### config.mk
export PLATFORM = sky130hd
export DESIGN_NAME = systolic_pe
export DESIGN_NICKNAME = d
export VERILOG_FILES = /design/src/rtl/pe_pkg.sv /design/src/rtl/pe_mul.sv /design/src/rtl/systolic_pe.sv
export SDC_FILE = /design/constraint.sdc
export NUM_CORES = 1
export LEC_CHECK = 0
export ABC_AREA = 1
export CORE_MARGIN = 2
export CORE_UTILIZATION = 47
export CTS_BUF_LIST = sky130_fd_sc_hd__clkbuf_8
export CTS_CLUSTER_SIZE = 25
export DETAILED_ROUTE_END_ITERATION = 10
export GPL_TIMING_DRIVEN = 0
export PLACE_DENSITY = 0.67
export SETUP_SLACK_MARGIN = 0.5
export SYNTH_ARGS = -nofsm -noshare
export SYNTH_HDL_FRONTEND = slang
export SYNTH_SLANG_ARGS = --single-unit
### constraint.sdc
create_clock -name clk -period 13.6 [get_ports clk]
set_clock_uncertainty 0.1 [all_clocks]
set_input_delay 1.36 -clock clk [delete_from_list [all_inputs] [get_ports clk]]
set_output_delay 1.36 -clock clk [all_outputs]
set_load 0.1 [all_outputs]
### src/rtl/pe_pkg.sv
// Shared constants and types for the systolic processing element.
//   PE_DATA_W : default operand width (signed)
//   PE_ACC_W  : default accumulator / result width (signed)
//   pe_data_t : signed operand type at the default width
//   pe_acc_t  : signed accumulator type at the default width
package pe_pkg;

  localparam int unsigned PE_DATA_W = 8;
  localparam int unsigned PE_ACC_W  = 32;

  typedef logic signed [PE_DATA_W-1:0] pe_data_t;
  typedef logic signed [PE_ACC_W-1:0]  pe_acc_t;

endpackage

### src/rtl/pe_mul.sv
// Combinational signed DATA_W x DATA_W multiplier with a full-width product.
// The product is 2*DATA_W bits wide, so even -2^(DATA_W-1) squared fits.
//   a, b    : signed operands, DATA_W bits
//   product : signed product, 2*DATA_W bits
module pe_mul
  import pe_pkg::*;
#(
  parameter int unsigned DATA_W = PE_DATA_W
) (
  input  logic signed [DATA_W-1:0]   a,
  input  logic signed [DATA_W-1:0]   b,
  output logic signed [2*DATA_W-1:0] product
);

  logic signed [2*DATA_W-1:0] a_ext;
  logic signed [2*DATA_W-1:0] b_ext;

  always_comb begin
    a_ext   = (2*DATA_W)'(a);
    b_ext   = (2*DATA_W)'(b);
    product = a_ext * b_ext;
  end

endmodule

### src/rtl/systolic_pe.sv
// Signed multiply-accumulate processing element for a systolic array.
// Every cycle: acc <= acc + a*b, a_out <= a, b_out <= b. No enable, no
// clear other than rst (synchronous, active-high, has priority).
// Optional macro PE_SATURATE_EN: accumulator clamps at the signed ACC_W
// limits instead of wrapping.
//   clk          : clock, rising edge
//   rst          : synchronous active-high reset
//   a            : signed operand from the left neighbour
//   b            : signed operand from the top neighbour
//   a_out        : registered a, to the right neighbour
//   b_out        : registered b, to the bottom neighbour
//   final_result : accumulator register
module systolic_pe
  import pe_pkg::*;
#(
  parameter int unsigned DATA_W = PE_DATA_W,
  parameter int unsigned ACC_W  = PE_ACC_W
) (
  input  logic                     clk,
  input  logic                     rst,
  input  logic signed [DATA_W-1:0] a,
  input  logic signed [DATA_W-1:0] b,
  output logic signed [DATA_W-1:0] a_out,
  output logic signed [DATA_W-1:0] b_out,
  output logic signed [ACC_W-1:0]  final_result
);

  logic signed [2*DATA_W-1:0] product;
  logic signed [ACC_W-1:0]    product_ext;
  logic signed [ACC_W-1:0]    sum;
  logic signed [ACC_W-1:0]    acc_next;

  pe_mul #(
    .DATA_W (DATA_W)
  ) u_mul (
    .a       (a),
    .b       (b),
    .product (product)
  );

  always_comb begin
    // Size cast keeps signedness, so this sign-extends the product.
    product_ext = ACC_W'(product);
    sum         = final_result + product_ext;
  end

`ifdef PE_SATURATE_EN
  logic                    overflow;
  logic signed [ACC_W-1:0] sat_max;
  logic signed [ACC_W-1:0] sat_min;

  always_comb begin
    sat_max            = '1;
    sat_max[ACC_W-1]   = 1'b0;
    sat_min            = '0;
    sat_min[ACC_W-1]   = 1'b1;
    // Overflow only when both addends share a sign and the sum flips it;
    // the direction of the clamp follows the addends' sign.
    overflow = (final_result[ACC_W-1] == product_ext[ACC_W-1]) &&
               (sum[ACC_W-1] != final_result[ACC_W-1]);
    acc_next = sum;
    if (overflow) begin
      acc_next = final_result[ACC_W-1] ? sat_min : sat_max;
    end
  end
`else
  always_comb begin
    acc_next = sum;
  end
`endif

  always_ff @(posedge clk) begin
    if (rst) begin
      final_result <= '0;
      a_out        <= '0;
      b_out        <= '0;
    end else begin
      final_result <= acc_next;
      a_out        <= a;
      b_out        <= b;
    end
  end

endmodule

Word level (Yosys, flattened, before mapping)
Index checks and enable logic that the tools add are counted.

Input port bits: 18. Register bits: 48.

Add/sub/neg operators: 1. $mul: 1.

Operators with widths (count): adder 32 x 16 -> 32 bit (1); multiplier 8 x 8 -> 16 bit (1).

Logic depth before layout (Yosys ltp)
Depth after elaboration: 2. Depth in mapped cells: 23. Gate-level depth less buffers: 22.

Hierarchy
Synthesis repeated with hierarchy kept, for this count alone.

Cells, all modules: 1015. Area total of the unflattened synthesis: 6442.4 um^2.

By module, submodules not included: systolic_pe (cells each 617, area each 3659.8 um^2, times used 1); pe_mul (cells each 398, area each 2782.7 um^2, times used 1).

Worst setup path after synthesis
No wires, ideal clock.

Path type: input -> register. From: input port b[0]. To: register final_result[29]. Setup time: 0.111 ns. Data arrival time: 6.064 ns. Stages: 19. Required time: 13.389 ns. Buffers on the path: 1. Slack: 7.325 ns. Cell sequence: clkbuf_1 > nand2_1 > inv_1 > fa_1 > fa_1 > inv_1 > fa_1 > inv_1 > fa_1 > ha_1 > ha_1 > nand2_1 > nor2_1 > nand3_1 > nor3_1 > nand2_1 > nand3_1 > and2_1 > nor2_1.

Cells in the longest elaborated chain, start to end: 2.

Ends and longest elaborated chain: start: declaration (RTL line systolic_pe.sv:22) `input logic signed [DATA_W-1:0] b,`; multiplier 8 x 8 -> 16 bit (RTL line pe_mul.sv:21) `product = a_ext * b_ext;`; adder 32 x 16 -> 32 bit (RTL line systolic_pe.sv:44) `sum = final_result + product_ext;`; end signal: assignment (RTL line systolic_pe.sv:78) `final_result <= acc_next;`; end: declaration (RTL line systolic_pe.sv:25) `output logic signed [ACC_W-1:0] final_result`.

Every way passes these cells. A chain may end at the register's enable or synchronous reset.

Worst setup path after layout
From: input port b[2]. To: register final_result[28].

Same word-level chain as after synthesis.

==> metrics <==
gr ovfl total 0; sequential element share of the synthesized area 13.17%; R2R depth 19; multi-input logic area 5423 µm²; setup_tns 0 ns; TritonCTS clock tree built; Clock Path Buffers 2; Final period util 48.33%; fin cells 1169; Critical-path top delay cell fa_1; initial antenna violation count 0; Core Region 15200 µm²; status finished, final reports clean; Die H 128.6 µm; final setup vio count 0; end of the worst register-to-register path final_result[26]; RSZ-0062 raised after global routing false; later-pin clock latency in the skew report 0.34 ns; Simple-Gate Fraction of Synth Area 20.27%; synth warn 0; Critical Path Fanout Max 13; max incr delay on CP 0.79 ns; Max Cap Viol 0; HPWL Detailed 13930 µm; Post-Route WL 16540 µm; Setup crit end kind flip-flop; vias in the first global route 5718; crit-path cells clkbuf_1, nand2_1, fa_1, fa_1, inv_1, fa_1, fa_1, ha_1, ha_1, a21oi_1, nor2_1, nor2_1, o21ai_0, nand2_1, nand3_1, nand2_1, inv_1, nor2_1; Worst Tran Pin Value 0.9673 ns; DRC 0; Initial Util 48.00%; worst endpoint required time 13.78 ns; Die X 128.6 µm; Synth Area in Compound Gates 4.252%; Post-CTS Setup Inserts 0; synthesis-to-layout area growth 12.21%; GRT Total Usage 21.97%; largest family of logic cells by synthesized area adder cells; Antenna Violating Nets Remaining 0; Antenna diodes 0; clk sinks 48; I/O pin cnt 66; mux contribution to synthesized area 0%; Post-layout nets 1204; fin crit period 6.573 ns; register bit total from synthesis 48; r2r setup slk 8.95 ns; cell taking the most area after synthesis fa_1; First-pass DRT Iterations 5; hold violation count in the final report 0; Die ar. 16540 µm²; Post-Place Cells 1160; Avg WL per Cell 14.15 µm; Synth Area per Inst 7.906 µm²; Crit path top cell by count fa_1; WP data arrival 6.76 ns; largest net degree at the start of global routing 25; Placed Area 8023 µm²; first-pass GRT wire length 28210 µm; pre-CTS setup slack 6.639 ns; Reg-to-Reg Start final_result[6]; Cell Area, Synth 7297 µm²; Fill cells 1479; FMAX 152.1 MHz; main area contributors after synthesis fa_1 (37%), dfxtp_1 (13%), ha_1 (12%); hold buffer count at CTS 0; Seq. cell area 960.9 µm²; initial drt markers 203; clk slew on worst S/H paths 0.11 ns; top cell type's share of synthesized area 37.31%; crit start category input pin; setup ws final 7.027 ns; placer congestion estimate 0.9243; crit path from b[2]; Mapped Cells 923; XOR/XNOR share of the synthesized area 0.4801%; Vias/cell 4.849; post-CTS sizing 0; fraction of layout cells with a size suffix above 1 1.835%; root buffer cell clkbuf_8; Syn Nets 1147; Cell variety after synth 26; crit path to final_result[28]; Std-Cell Rows 45; WS Path Type in2reg; post-route cell area 8188 µm²; Max-slew headroom 35.31%; Hold Crit Class reg2reg; Synth Area in Adders 49.31%; Final Max Slew Viols 0; Max H-tree Level 2; vias 5669; IO Port Bufs 49; CTS Buf Count 5
per-layer routing:
metal | vias to the layer above | routed length (µm) | share of wire [%] | global-route usage (%)
met5 | - | 0 | 0 | 0
met4 | 0 | 363 | 2.2 | 6.330
met3 | 27 | 580 | 3.5 | 2.869
met2 | 116 | 8020 | 48 | 38.08
met1 | 2694 | 7572 | 46 | 29.09
li1 | 2832 | - | - | -
placed cells by master (no fill, tap or decap), types with 10 or more instances in the layout:
cell / synthesis / layout
nor2_1: 89 / 89
nand2_1: 227 / 227
clkbuf_1: 18 / 18
o21ai_0: 13 / 13
nand4_1: 10 / 10
clkdlybuf4s50_1: 0 / 49
ha_1: 70 / 70
fa_1: 136 / 136
a21oi_1: 32 / 32
dfxtp_1: 48 / 48
inv_1: 221 / 220
nand3_1: 25 / 25
final cells by class:
type | count | area share, %
Sequential cell | 48 | 11.74
Clock buffer | 5 | 0.8405
Inverter | 222 | 10.18
Timing Repair Buffer | 50 | 6.326
Multi-Input combinational cell | 633 | 66.23
Buffer | 20 | 0.9780
Clock inverter | 3 | 0.8405
Tap cell | 188 | 2.873
synth_stat cells:
cell type / instances
fa_1: 136
dfxtp_1: 48
a21oi_2: 2
ha_1: 70
nor3_2: 2
o21bai_1: 5
xor2_1: 1
o21a_1: 3
inv_1: 221
buf_2: 1
clkbuf_1: 18
and2_1: 3
nor2_1: 89
nand4_1: 10
clkinv_1: 1
nor3_1: 7
nand3_1: 25
nand2_1: 227
a21oi_1: 32
o21ai_0: 13
buf_4: 1
a21o_1: 1
nand2_2: 1
xnor2_1: 3
nand3b_1: 2
nand3_2: 1
critical path, delay by kind of cell:
family,cells,cell delay (ns)
compound gates,2,0.46
buf+inv,3,0.83
fa+ha+maj,6,3.22
simple gates,7,0.88
through the flow:
stage	utilization, %	hold slack, ns
after floorplan	-	1.076
after global placement	52.77	0.4728
after detailed placement	52.77	0.4879
after CTS	53.68	0.5151
after global routing	53.86	0.5876
final	53.86	0.5103
logic make-up after synthesis:
family	Yosys count
buffers and inverters	242
XOR/XNOR	4
adder cells (fa/ha/maj)	206
AO/OA/AOI/OAI	56
AND/OR/NAND/NOR	367
flip-flops	48
state kept, by name, summed over array words and instances, names as in the netlist:
name          cells
final_result     32
a_out             8
b_out             8
worst min path at each step:
| stage | start | to | slack (ns) | cells past startpoint |
|---|---|---|---|---|
| 2_1_floorplan | final_result[0] | final_result[0] | 1.08 | 3 |
| 3_3_place_gp | final_result[0] | final_result[0] | 0.47 | 3 |
| 3_5_place_dp | final_result[0] | final_result[0] | 0.49 | 3 |
| 4_1_cts | final_result[0] | final_result[0] | 0.52 | 3 |
| 5_1_grt | final_result[0] | final_result[0] | 0.59 | 3 |
| 6_report | final_result[0] | final_result[0] | 0.51 | 3 |
Power is not shown: default switching activity piles up to over one toggle a cycle in this logic, so the estimate is an artifact.
